==> src/rtl/addr_calc_ctrl_pkg.sv <==
// Shared types for the effective-address sequencer: FSM states,
// addressing-mode encodings and the ALU opcode constants it issues.
package addr_calc_ctrl_pkg;

  localparam int ADDR_W = 16;
  localparam int DATA_W = 8;

  typedef enum logic [1:0] {
    S_IDLE,
    S_LO,
    S_HI,
    S_DONE
  } state_t;

  localparam logic [1:0] MODE_INDEX = 2'b00;
  localparam logic [1:0] MODE_REL   = 2'b01;
  localparam logic [1:0] MODE_ZP    = 2'b10;

  localparam logic [2:0] ALU_OR  = 3'd0;
  localparam logic [2:0] ALU_AND = 3'd1;
  localparam logic [2:0] ALU_EOR = 3'd2;
  localparam logic [2:0] ALU_ADD = 3'd3;
  localparam logic [2:0] ALU_SUB = 3'd4;

endpackage

==> src/rtl/addr_calc_ctrl_if.sv <==
// Request/result and ALU micro-op bundle of the address sequencer.
// slave = the sequencer, master = decoder plus ALU side.
interface addr_calc_ctrl_if;
  import addr_calc_ctrl_pkg::*;

  logic              start;
  logic [1:0]        mode;
  logic [ADDR_W-1:0] base;
  logic [DATA_W-1:0] offset;
  logic              busy;
  logic              done;
  logic [ADDR_W-1:0] result;
  logic              page_cross;
  logic [2:0]        alu_control;
  logic [DATA_W-1:0] alu_AI;
  logic [DATA_W-1:0] alu_BI;
  logic              alu_carry_in;
  logic [DATA_W-1:0] alu_Y;
  logic              alu_carry_out;

  modport slave (
    input  start, mode, base, offset,
    input  alu_Y, alu_carry_out,
    output busy, done, result, page_cross,
    output alu_control, alu_AI, alu_BI,
    output alu_carry_in
  );

  modport master (
    output start, mode, base, offset,
    output alu_Y, alu_carry_out,
    input  busy, done, result, page_cross,
    input  alu_control, alu_AI, alu_BI,
    input  alu_carry_in
  );

endinterface

==> src/rtl/addr_calc_ctrl.sv <==
// Two-step ADD sequencer on the shared 8-bit ALU for 16-bit addresses.
// Define ADDR_CALC_PAGE_SKIP_EN to skip HI when no page is crossed.
module addr_calc_ctrl
  import addr_calc_ctrl_pkg::*;
(
  input logic clk,
  input logic resetn,
  addr_calc_ctrl_if.slave bus
);

  state_t            r_state;
  state_t            w_next;
  logic [ADDR_W-1:0] r_base;
  logic [DATA_W-1:0] r_off;
  logic [1:0]        r_mode;
  logic [DATA_W-1:0] r_lo;
  logic              r_c;
  logic [ADDR_W-1:0] r_result;
  logic              r_pcross;

  logic [2:0]        w_alu_ctrl;
  logic [DATA_W-1:0] w_ai;
  logic [DATA_W-1:0] w_bi;
  logic              w_cin;
  logic              w_skip;
  logic              w_is_zp;
  logic              w_is_rel;

  assign w_is_zp  = (r_mode == MODE_ZP);
  assign w_is_rel = (r_mode == MODE_REL);

  // High byte is unchanged when the low carry cancels the sign fill
`ifdef ADDR_CALC_PAGE_SKIP_EN
  assign w_skip =
    ((r_mode == MODE_INDEX) && !bus.alu_carry_out) ||
    (w_is_rel && (bus.alu_carry_out == r_off[7]));
`else
  assign w_skip = 1'b0;
`endif

  always_comb begin
    w_next     = r_state;
    w_alu_ctrl = ALU_ADD;
    w_ai       = '0;
    w_bi       = '0;
    w_cin      = 1'b0;
    unique case (r_state)
      S_IDLE: begin
        if (bus.start) w_next = S_LO;
      end
      S_LO: begin
        w_ai = r_base[7:0];
        w_bi = r_off;
        if (w_is_zp || w_skip)
          w_next = S_DONE;
        else
          w_next = S_HI;
      end
      S_HI: begin
        w_ai   = r_base[15:8];
        w_bi   = (w_is_rel && r_off[7])
                 ? 8'hFF : 8'h00;
        w_cin  = r_c;
        w_next = S_DONE;
      end
      S_DONE: begin
        w_next = S_IDLE;
      end
      default: w_next = S_IDLE;
    endcase
  end

  always_ff @(posedge clk or negedge resetn) begin
    if (!resetn) begin
      r_state  <= S_IDLE;
      r_base   <= '0;
      r_off    <= '0;
      r_mode   <= MODE_INDEX;
      r_lo     <= '0;
      r_c      <= 1'b0;
      r_result <= '0;
      r_pcross <= 1'b0;
    end else begin
      r_state <= w_next;
      unique case (r_state)
        S_IDLE: begin
          if (bus.start) begin
            r_base <= bus.base;
            r_off  <= bus.offset;
            r_mode <= (bus.mode == 2'b11)
                      ? MODE_INDEX : bus.mode;
          end
        end
        S_LO: begin
          r_lo <= bus.alu_Y;
          r_c  <= bus.alu_carry_out;
          if (w_is_zp) begin
            r_result <= {8'h00, bus.alu_Y};
            r_pcross <= 1'b0;
          end else if (w_skip) begin
            r_result <= {r_base[15:8], bus.alu_Y};
            r_pcross <= 1'b0;
          end
        end
        S_HI: begin
          r_result <= {bus.alu_Y, r_lo};
          r_pcross <= (bus.alu_Y != r_base[15:8]);
        end
        default: ;
      endcase
    end
  end

  assign bus.busy         = (r_state == S_LO) ||
                            (r_state == S_HI);
  assign bus.done         = (r_state == S_DONE);
  assign bus.result       = r_result;
  assign bus.page_cross   = r_pcross;
  assign bus.alu_control  = w_alu_ctrl;
  assign bus.alu_AI       = w_ai;
  assign bus.alu_BI       = w_bi;
  assign bus.alu_carry_in = w_cin;

endmodule

==> src/flat_wrapper.sv <==
// flat-port wrapper written by rule: the top's interface ports become plain ports
module addr_calc_ctrl_flat import addr_calc_ctrl_pkg::*;
  (clk, resetn, bus_start, bus_mode, bus_base, bus_offset, bus_alu_Y, bus_alu_carry_out, bus_busy, bus_done, bus_result, bus_page_cross, bus_alu_control, bus_alu_AI, bus_alu_BI, bus_alu_carry_in);
  addr_calc_ctrl_if bus_i ();
  input logic clk;
  input logic resetn;
  input wire logic [$bits(bus_i.start)-1:0] bus_start;
  input wire logic [$bits(bus_i.mode)-1:0] bus_mode;
  input wire logic [$bits(bus_i.base)-1:0] bus_base;
  input wire logic [$bits(bus_i.offset)-1:0] bus_offset;
  input wire logic [$bits(bus_i.alu_Y)-1:0] bus_alu_Y;
  input wire logic [$bits(bus_i.alu_carry_out)-1:0] bus_alu_carry_out;
  output wire logic [$bits(bus_i.busy)-1:0] bus_busy;
  output wire logic [$bits(bus_i.done)-1:0] bus_done;
  output wire logic [$bits(bus_i.result)-1:0] bus_result;
  output wire logic [$bits(bus_i.page_cross)-1:0] bus_page_cross;
  output wire logic [$bits(bus_i.alu_control)-1:0] bus_alu_control;
  output wire logic [$bits(bus_i.alu_AI)-1:0] bus_alu_AI;
  output wire logic [$bits(bus_i.alu_BI)-1:0] bus_alu_BI;
  output wire logic [$bits(bus_i.alu_carry_in)-1:0] bus_alu_carry_in;
  assign bus_i.start = bus_start;
  assign bus_i.mode = bus_mode;
  assign bus_i.base = bus_base;
  assign bus_i.offset = bus_offset;
  assign bus_i.alu_Y = bus_alu_Y;
  assign bus_i.alu_carry_out = bus_alu_carry_out;
  assign bus_busy = bus_i.busy;
  assign bus_done = bus_i.done;
  assign bus_result = bus_i.result;
  assign bus_page_cross = bus_i.page_cross;
  assign bus_alu_control = bus_i.alu_control;
  assign bus_alu_AI = bus_i.alu_AI;
  assign bus_alu_BI = bus_i.alu_BI;
  assign bus_alu_carry_in = bus_i.alu_carry_in;
  addr_calc_ctrl u_core (.clk(clk), .resetn(resetn), .bus(bus_i));
endmodule
==> config.mk <==
export PLATFORM = sky130hd
export DESIGN_NAME = addr_calc_ctrl_flat
export DESIGN_NICKNAME = d
export VERILOG_FILES = /design/src/rtl/addr_calc_ctrl_pkg.sv /design/src/rtl/addr_calc_ctrl_if.sv /design/src/rtl/addr_calc_ctrl.sv /design/src/flat_wrapper.sv
export SDC_FILE = /design/constraint.sdc
export NUM_CORES = 1
export LEC_CHECK = 0
export ABC_AREA = 1
export BUFFER_PORTS_ARGS = -buffer_cell sky130_fd_sc_hd__buf_2
export CAP_MARGIN = 20
export CORE_AREA = 2 2 97 99
export CTS_BUF_LIST = sky130_fd_sc_hd__clkbuf_4 sky130_fd_sc_hd__clkbuf_8
export CTS_CLUSTER_DIAMETER = 30
export DETAILED_ROUTE_END_ITERATION = 8
export DIE_AREA = 0 0 99 101
export SLEW_MARGIN = 10
export SYNTH_ARGS = -nofsm -noshare
export SYNTH_HDL_FRONTEND = slang
export SYNTH_SLANG_ARGS = --single-unit
==> constraint.sdc <==
create_clock -name clk -period 1.8 [get_ports clk]
set_input_delay 0.36 -clock clk [delete_from_list [all_inputs] [get_ports clk]]
set_output_delay 0.36 -clock clk [all_outputs]
set_load 0.03 [all_outputs]
==> results of run 1 <==
## metal layers
metal  wire length [µm]  share of wire (%)
met5                  0                  0
met4                 91                1.2
met3                334                4.5
met2               3690                 50
met1               3280                 44
## final cells by class
cell class	instances	area share, %
repair buffers	102	21.6
multi-input cells	233	33.6
inverters	25	2.75
flip-flops and latches	54	35.8
clock buffers	7	2.39
well taps	111	3.68
clock inverters	1	0.133
## critical path, delay by kind of cell, from the launching register on
kind | cells | cell delay (ps)
AOI/OAI and AO/OA | 1 | 140
adders and majority gates | 1 | 150
buffers and inverters | 3 | 470
DFF | 1 | 400
and+or+nand+nor | 1 | 110
## where the power goes
group          internal (µW)  switching [µW]
sequential              1780             348
combinational           1850            2690
clock                    327             384
total                   3960            3430
## stage by stage
step	total power (µW)	setup WS, ps	cell area (µm²)	hold slack [ps]
after floorplan	4640	-210	2720	64.4
after global placement	5550	132	3250	381
after detailed placement	5630	102	3250	381
after CTS	6870	-107	3570	53.0
after global routing	7900	-186	3770	50.8
final	7380	-122	3770	44.1
## cells by family after synthesis
group,count (synthesis),share of synthesized area (%)
AND/OR/NAND/NOR,170,25.2
flip-flops,54,51.1
AO/OA/AOI/OAI,48,10.7
buffers and inverters,44,7.80
adder cells (fa/ha/maj),6,2.84
XOR/XNOR,5,1.65
other,2,0.284
multiplexers,1,0.426
## sequential cells by signal, summed over array words and instances (netlist names)
name / cells
u_core.bus.page_cross: 1
u_core.bus.result: 16
u_core.r_base: 16
u_core.r_c: 1
u_core.r_lo: 8
u_core.r_mode: 2
u_core.r_off: 8
u_core.r_state: 2
## repair_timing
item | CTS | global route
setup endpoints to repair | 17 | 17
buffers inserted | 3 | 6
pin swaps | 3 | 7
cloned | 1 | 3
resized for setup | 55 | 20
## final timing paths
check	start	endpoint	slack (ps)
worst max-delay path	u_core.r_state[0]$_DFFE_PN0P_	bus_alu_BI[2]	-120
worst min-delay path	resetn	u_core.bus.result[1]$_DFFE_PN0P_	40
worst max register to register	u_core.r_state[0]$_DFFE_PN0P_	u_core.bus.page_cross$_DFFE_PN0P_	90
worst min register to register	u_core.bus.result[14]$_DFFE_PN0P_	u_core.bus.result[14]$_DFFE_PN0P_	480
max in group asynchronous	resetn	u_core.r_base[4]$_DFFE_PN0P_	1520
min in group clk	bus_base[3]	u_core.r_base[3]$_DFFE_PN0P_	250
## cells in the final DEF, fill, tap and decap left out, types with 9 or more instances in the layout
| cell type | synthesis | layout |
|---|---|---|
| o21ai_0 | 22 | 22 |
| buf_4 | 5 | 16 |
| dfrtp_1 | 54 | 54 |
| buf_6 | 2 | 23 |
| buf_2 | 4 | 56 |
| nand2_1 | 149 | 145 |
| inv_1 | 22 | 19 |
| nand3_1 | 9 | 9 |
==> impl_metrics.env, run 1 <==
export IMPL_multiInputGateArea_um2=1270
export IMPL_synth_edf_count=0
export IMPL_fmax_mhz=520
export IMPL_groute_usage_overall_pct=14.2
export IMPL_drt_iter0_drc=105
export IMPL_syn_area_um2=2650
export IMPL_n_fill_cell=884
export IMPL_busiest_layer="met2"
export IMPL_vdd_drop_max_uv=952
export IMPL_critPathLaunchType="flop"
export IMPL_period_needed_ps=1920
export IMPL_max_stage_delay_ps=400
export IMPL_worstSetupEndpointType="output port"
export IMPL_grt_overflow=0
export IMPL_netlist_instances=330
export IMPL_synth_top_cells_by_count="nand2_1, dfrtp_1, inv_1, o21ai_0, a21oi_1"
export IMPL_syn2layout_area_growth_pct=42.5
export IMPL_setup_viol=17
export IMPL_yosysMostFrequentCell="nand2_1"
export IMPL_yosys_warnings=0
export IMPL_power_leakage_uw=0.00190
export IMPL_netlist_area_leader_share_pct=51.1
export IMPL_ff2ff_path_depth=10
export IMPL_grt_pass1_vias=2260
export IMPL_final_antenna_net_count=0
export IMPL_violations="setup timing"
export IMPL_clkLatencyLatePin_ps=300
export IMPL_crit_chain="inv_2 -> ha_4 -> nand4_1 -> buf_6 -> a21oi_2 -> buf_6"
export IMPL_drc_errors=0
export IMPL_fin_tns_setup_ps=-1690
export IMPL_clk_pin_slew_ps=90
export IMPL_fin_nets=465
export IMPL_firstDrtPassIters=4
export IMPL_cts_buffer_depth=2
export IMPL_cp_slowest_cell="dfrtp_1"
export IMPL_hold_viol_final=0
export IMPL_ys_ff_latch=54
export IMPL_gp_congestion=0.771
export IMPL_cts_htree_levels=2
export IMPL_grt_util_met1_pct=18.4
export IMPL_io_pins=77
export IMPL_maxCapViolations=0
export IMPL_hp_class="input port to async pin"
export IMPL_p_per_area_nw_per_um2=1960
export IMPL_synth_cell_types=26
export IMPL_post_drt_wl_per_cell_um=13.9
export IMPL_core_um2=8980
export IMPL_die_w_um=99
export IMPL_status="finished, violations left"
export IMPL_fin_util_pct=42.0
export IMPL_fp_dieH_um=101
export IMPL_syn_area_per_cell_um2=8.02
export IMPL_critical_path_required_ps=1440
export IMPL_synth_top_flop_cell="dfrtp_1"
export IMPL_fin_crit_sh_pct=107
export IMPL_async_flop_share_pct=100
export IMPL_cts_made_buffers=5
export IMPL_cts_root_buffer="clkbuf_8"
export IMPL_cp_common_cell="buf_6"
export IMPL_cts_tree="yes"
export IMPL_grt_max_degree=55
export IMPL_n_antenna_cell=0
export IMPL_gr_usage_met3_pct=2.84
export IMPL_instances_no_fill=533
export IMPL_cts_sinks=54
export IMPL_setup_slack_ps=-122
export IMPL_use_met2_pct=24.7
export IMPL_die_area_um2=10000
export IMPL_path_max_fanout=8
export IMPL_detailedPlacementHpwl_mm=4.92
export IMPL_num_vias=2364
export IMPL_vias_per_cell=4.44
export IMPL_worstPathArrival_ps=1560
export IMPL_start_util_pct=29.5
export IMPL_rsz0062_at_grt="true"
export IMPL_synthTopCellsByArea="dfrtp_1, nand2_1, o21ai_0"
export IMPL_dp_cells=512
export IMPL_slew_violations=0
export IMPL_fin_skew_ps=5.93
export IMPL_grt_pass1_wl_mm=11.3
export IMPL_numPortBuffers=73
export IMPL_critPathKind="flop to output port"
export IMPL_regArea_um2=1350
export IMPL_wirelength_mm=7.40
export IMPL_antenna_found_initial=0
export IMPL_cts_hold_buffers=0
export IMPL_yosysSeqAreaShare_pct=51.1
export IMPL_yosysTopAreaCell="dfrtp_1"
export IMPL_rows=35
export IMPL_drive_gt1_share_pct=36.5
Note: power is estimated with default switching activity, not from simulation.
==> inputs of run 2 (changes only) <==
--- a/config.mk
+++ b/config.mk
@@ -13,6 +13,7 @@
 export CTS_CLUSTER_DIAMETER = 30
 export DETAILED_ROUTE_END_ITERATION = 8
 export DIE_AREA = 0 0 99 101
+export SETUP_SLACK_MARGIN = 0.2
 export SLEW_MARGIN = 10
 export SYNTH_ARGS = -nofsm -noshare
 export SYNTH_HDL_FRONTEND = slang
==> impl_metrics.env, run 2 (synthesized netlist as in run 1, its figures left out) <==
export IMPL_cts_root_buffer="clkbuf_8"
export IMPL_antenna_found_initial=0
export IMPL_maxCapViolations=0
export IMPL_syn2layout_area_growth_pct=52.2
export IMPL_critPathKind="flop to output port"
export IMPL_ff2ff_path_depth=11
export IMPL_grt_pass1_vias=2285
export IMPL_rsz0062_at_grt="true"
export IMPL_vias_per_cell=4.42
export IMPL_status="finished, violations left"
export IMPL_drive_gt1_share_pct=41.7
export IMPL_die_w_um=99
export IMPL_fin_util_pct=44.9
export IMPL_regArea_um2=1350
export IMPL_firstDrtPassIters=4
export IMPL_drc_errors=0
export IMPL_clkLatencyLatePin_ps=310
export IMPL_worstPathArrival_ps=1570
export IMPL_gp_congestion=0.785
export IMPL_r2r_start="u_core.r_state[0]$_DFFE_PN0P_"
export IMPL_p_per_area_nw_per_um2=2020
export IMPL_fp_dieH_um=101
export IMPL_critical_path_required_ps=1440
export IMPL_combPwrFrac_pct=64.4
export IMPL_cts_htree_levels=2
export IMPL_post_drt_wl_per_cell_um=13.6
export IMPL_rows=35
export IMPL_p_seq_share_pct=26.7
export IMPL_die_area_um2=10000
export IMPL_fin_tns_setup_ps=-1810
export IMPL_crit_chain="inv_2 -> buf_6 -> ha_4 -> buf_12 -> nand2_2 -> a21oi_4 -> buf_6"
export IMPL_critPathLaunchType="flop"
export IMPL_final_antenna_net_count=0
export IMPL_fin_skew_ps=5.06
export IMPL_vdd_drop_max_uv=767
export IMPL_n_antenna_cell=0
export IMPL_drt_iter0_drc=61
export IMPL_start_util_pct=29.5
export IMPL_cts_made_buffers=5
export IMPL_n_fill_cell=882
export IMPL_final_cell_mix="nand2_1, buf_2, dfrtp_1"
export IMPL_detailedPlacementHpwl_mm=4.85
export IMPL_cts_hold_buffers=0
export IMPL_clk_pin_slew_ps=90
export IMPL_fin_crit_sh_pct=107
export IMPL_cts_sinks=54
export IMPL_hold_viol_final=0
export IMPL_multiInputGateArea_um2=1430
export IMPL_groute_usage_overall_pct=14.2
export IMPL_cp_common_cell="buf_6"
export IMPL_power_leakage_uw=0.00199
export IMPL_wirelength_mm=7.31
export IMPL_hp_class="input port to async pin"
export IMPL_pwr_share_clk_pct=8.9
export IMPL_grt_pass1_wl_mm=11.3
export IMPL_final_common_cell="nand2_1"
export IMPL_r2r_end="u_core.bus.result[5]$_DFFE_PN0P_"
export IMPL_setup_slack_ps=-130
export IMPL_rrSetupSlack_ps=70
export IMPL_core_um2=8980
export IMPL_path_max_fanout=5
export IMPL_numPortBuffers=73
export IMPL_swShare_pct=46.5
export IMPL_p_int_uw=4340
export IMPL_num_vias=2379
export IMPL_fin_nets=470
export IMPL_setup_viol=17
export IMPL_period_needed_ps=1930
export IMPL_max_stage_delay_ps=390
export IMPL_io_pins=77
export IMPL_worstSetupEndpointType="output port"
export IMPL_cts_buffer_depth=2
export IMPL_grt_max_degree=55
export IMPL_grt_overflow=0
export IMPL_p_sw_uw=3780
export IMPL_cp_slowest_cell="dfrtp_1"
export IMPL_slew_violations=0
export IMPL_violations="setup timing"
export IMPL_fmax_mhz=518
export IMPL_cts_tree="yes"
[run 2: per-stage QoR]
| step | cell area, µm² | hold WS (ps) | worst slack (ps) | total power [µW] | cells |
|---|---|---|---|---|---|
| floorplan | 2780 | 64.4 | -202 | 4810 | 331 |
| global placement | 3320 | 380 | 66.4 | 5780 | 509 |
| detailed placement | 3320 | 385 | 2.22 | 5850 | 509 |
| CTS | 3710 | 42.4 | -129 | 7360 | 526 |
| global route | 4030 | 49.4 | -208 | 8700 | 538 |
| finish | 4030 | 24.3 | -130 | 8130 | 538 |
[run 2: critical path: cells and delay by family (launching register included)]
| family | cells | cell delay (ps) |
|---|---|---|
| AOI/OAI and AO/OA | 1 | 140 |
| and+or+nand+nor | 1 | 60 |
| adders and majority gates | 1 | 140 |
| buffers and inverters | 4 | 530 |
| DFF | 1 | 390 |
[run 2: worst max path at each step]
stage                                  startpoint       endpoint  slack (ps)
detailed placement  u_core.r_state[1]$_DFFE_PN0P_  bus_alu_AI[6]           2
global placement    u_core.r_state[1]$_DFFE_PN0P_  bus_alu_AI[0]          70
CTS                 u_core.r_state[0]$_DFFE_PN0P_  bus_alu_AI[2]        -130
finish              u_core.r_state[0]$_DFFE_PN0P_  bus_alu_AI[3]        -130
floorplan           u_core.r_state[0]$_DFFE_PN0P_  bus_alu_BI[0]        -200
global route        u_core.r_state[1]$_DFFE_PN0P_  bus_alu_BI[1]        -210
[run 2: final cells by class]
class,count,area share (%)
Multi-Input combinational cell,233,35.6
Sequential cell,54,33.6
Timing Repair Buffer,105,21.6
Tap cell,111,3.45
Inverter,25,2.83
Clock buffer,7,2.24
Timing Repair inverter,2,0.683
Clock inverter,1,0.124
[run 2: power by group through the flow]
stage | logic [µW] | clock network (µW) | registers [µW]
2_1_floorplan | 2420 | 0 | 2390
3_3_place_gp | 3660 | 0 | 2120
3_5_place_dp | 3720 | 0 | 2130
4_1_cts | 4500 | 755 | 2100
5_1_grt | 5650 | 805 | 2250
6_report | 5230 | 721 | 2170
[run 2: metal layers]
layer	track usage, %	vias up	part of all wire [%]
li1	-	1208	-
met1	18.8	1104	44
met4	3.48	0	0.89
met5	0	-	0
met2	23.9	61	50
met3	3.19	6	4.8
[run 2: what timing repair did]
action | in CTS | in global routing
setup endpoints to repair | 37 | 37
cloned | 1 | 2
setup buffers | 8 | 10
pin swaps | 5 | 14
gates resized for setup | 56 | 58
==> inputs of run 3 (changes only) <==
--- a/config.mk
+++ b/config.mk
@@ -9,10 +9,10 @@
 export BUFFER_PORTS_ARGS = -buffer_cell sky130_fd_sc_hd__buf_2
 export CAP_MARGIN = 20
 export CORE_AREA = 2 2 97 99
-export CTS_BUF_LIST = sky130_fd_sc_hd__clkbuf_4 sky130_fd_sc_hd__clkbuf_8
 export CTS_CLUSTER_DIAMETER = 30
 export DETAILED_ROUTE_END_ITERATION = 8
 export DIE_AREA = 0 0 99 101
+export MAX_ROUTING_LAYER = met4
 export SETUP_SLACK_MARGIN = 0.2
 export SLEW_MARGIN = 10
 export SYNTH_ARGS = -nofsm -noshare
==> impl_metrics.env, run 3 (synthesized netlist as in run 1, its figures left out) <==
export IMPL_violations="setup timing"
export IMPL_start_util_pct=29.5
export IMPL_cts_root_buffer="clkbuf_8"
export IMPL_final_antenna_net_count=0
export IMPL_hold_ws_ps=24.3
export IMPL_fin_area_um2=3820
export IMPL_ff2ff_path_depth=10
export IMPL_critPathLaunchType="flop"
export IMPL_grt_max_degree=55
export IMPL_crit_chain="inv_2 -> ha_4 -> nand4_1 -> buf_6 -> a21oi_4 -> buf_6"
export IMPL_cp_startpoint="u_core.r_state[0]$_DFFE_PN0P_"
export IMPL_p_per_area_nw_per_um2=1970
export IMPL_dpl_worst_slack_ps=2.22
export IMPL_firstDrtPassIters=4
export IMPL_cts_sinks=54
export IMPL_p_int_uw=4040
export IMPL_cp_slowest_cell="dfrtp_1"
export IMPL_power_leakage_uw=0.00189
export IMPL_rrSetupSlack_ps=140
export IMPL_rsz0062_at_grt="true"
export IMPL_post_dp_cell_area_um2=3320
export IMPL_detailedPlacementHpwl_mm=4.85
export IMPL_pwr_share_clk_pct=9.4
export IMPL_drc_errors=0
export IMPL_swShare_pct=46.5
export IMPL_vias_per_cell=4.36
export IMPL_drive_gt1_share_pct=35.9
export IMPL_fin_nets=461
export IMPL_post_drt_wl_per_cell_um=13.3
export IMPL_setup_viol=16
export IMPL_die_w_um=99
export IMPL_vdd_drop_max_uv=743
export IMPL_drt_iter0_drc=64
export IMPL_hp_class="input port to async pin"
export IMPL_critPathKind="flop to output port"
export IMPL_clk_pin_slew_ps=90
export IMPL_p_sw_uw=3510
export IMPL_num_vias=2307
export IMPL_path_max_fanout=8
export IMPL_fin_crit_sh_pct=107
export IMPL_status="finished, violations left"
export IMPL_grt_overflow=0
export IMPL_rows=35
export IMPL_r2r_start="u_core.r_state[0]$_DFFE_PN0P_"
export IMPL_io_pins=77
export IMPL_p_seq_share_pct=27.9
export IMPL_hold_viol_final=0
export IMPL_antenna_found_initial=0
export IMPL_clkLatencyLatePin_ps=310
export IMPL_core_um2=8980
export IMPL_fin_util_pct=42.6
export IMPL_groute_usage_overall_pct=14.7
export IMPL_max_stage_delay_ps=390
export IMPL_numPortBuffers=73
export IMPL_cts_hold_buffers=0
export IMPL_final_cell_mix="nand2_1, buf_2, dfrtp_1"
export IMPL_maxCapViolations=0
export IMPL_grt_pass1_vias=2285
export IMPL_critPathCapture="bus_alu_BI[6]"
export IMPL_cts_tree="yes"
export IMPL_wirelength_mm=7.01
export IMPL_slew_violations=0
export IMPL_fin_skew_ps=4.62
export IMPL_setup_slack_ps=-126
export IMPL_worstSetupEndpointType="output port"
export IMPL_gp_congestion=0.796
export IMPL_worstPathArrival_ps=1570
export IMPL_cts_htree_levels=2
export IMPL_combPwrFrac_pct=62.7
export IMPL_grt_pass1_wl_mm=11.3
export IMPL_syn2layout_area_growth_pct=44.5
export IMPL_die_area_um2=10000
export IMPL_fmax_mhz=519
export IMPL_r2r_end="u_core.bus.page_cross$_DFFE_PN0P_"
export IMPL_cts_buffer_depth=2
export IMPL_cts_made_buffers=5
export IMPL_critical_path_required_ps=1440
export IMPL_period_needed_ps=1930
export IMPL_n_antenna_cell=0
export IMPL_final_common_cell="nand2_1"
export IMPL_fin_tns_setup_ps=-1790
export IMPL_cp_common_cell="buf_6"
export IMPL_fp_dieH_um=101
## run 3: cell count changes in the layout (fill, tap and decap cells not counted), moves of 2 or more
cell | before | now
nand2_1 | 128 | 146
buf_6 | 30 | 27
buf_12 | 6 | 4
nand2_2 | 15 | 4
buf_4 | 13 | 11
nand2_4 | 9 | 2
## run 3: worst min path at each step
stage / from / endpoint / slack, ps / cells after the start
finish: resetn / u_core.bus.result[4]$_DFFE_PN0P_ / 20 / 2
global route: resetn / u_core.bus.result[4]$_DFFE_PN0P_ / 50 / 2
CTS: resetn / u_core.bus.result[4]$_DFFE_PN0P_ / 40 / 2
detailed placement: resetn / u_core.bus.result[4]$_DFFE_PN0P_ / 380 / 2
global placement: resetn / u_core.bus.result[1]$_DFFE_PN0P_ / 380 / 2
floorplan: resetn / u_core.bus.page_cross$_DFFE_PN0P_ / 60 / 0
## run 3: power groups by stage
stage               Combinational, µW  Clock, µW  Sequential [µW]
finish                           4730        708             2110
global route                     5130        794             2190
CTS                              4500        741             2100
detailed placement               3720          0             2130
global placement                 3660          0             2120
floorplan                        2420          0             2390
## run 3: layout make-up
type                            instances  area (µm²)
Clock buffer                            7        86.3
Multi-Input combinational cell        233        1350
Tap cell                              111         139
Clock inverter                          1        5.00
Sequential cell                        54        1350
Timing Repair Buffer                   98         779
Inverter                               25         114
Fill cell                             901        5150
## run 3: what timing repair did
item                                    CTS  global route
endpoints found under the setup margin   37            37
pin swaps                                 5             1
setup buffers                             8             3
hold endpoints to repair                  0             0
gates cloned                              1             0
gates resized for setup                  56            23
## run 3: worst max-delay path, delay by kind of cell, from the launching register on
family                     cells  cell delay (ps)
DFF                            1              390
adders and majority gates      1              170
AOI/OAI and AO/OA              1              150
and+or+nand+nor                1               90
buffers and inverters          3              450
## run 3: through the flow
step           total power [µW]  instances
2_1_floorplan              4810        331
3_5_place_dp               5850        509
4_1_cts                    7340        526
6_report                   7550        529
3_3_place_gp               5780        509
5_1_grt                    8110        529
## run 3: metal layers
| layer | routed length (µm) | GRT usage (%) | vias up | part of all wire [%] |
|---|---|---|---|---|
| li1 | - | - | 1184 | - |
| met1 | 3250 | 19.1 | 1061 | 46 |
| met2 | 3430 | 23.9 | 57 | 49 |
| met3 | 286 | 2.84 | 5 | 4.1 |
| met4 | 40 | 3.48 | 0 | 0.57 |
| met5 | 0 | - | - | 0 |
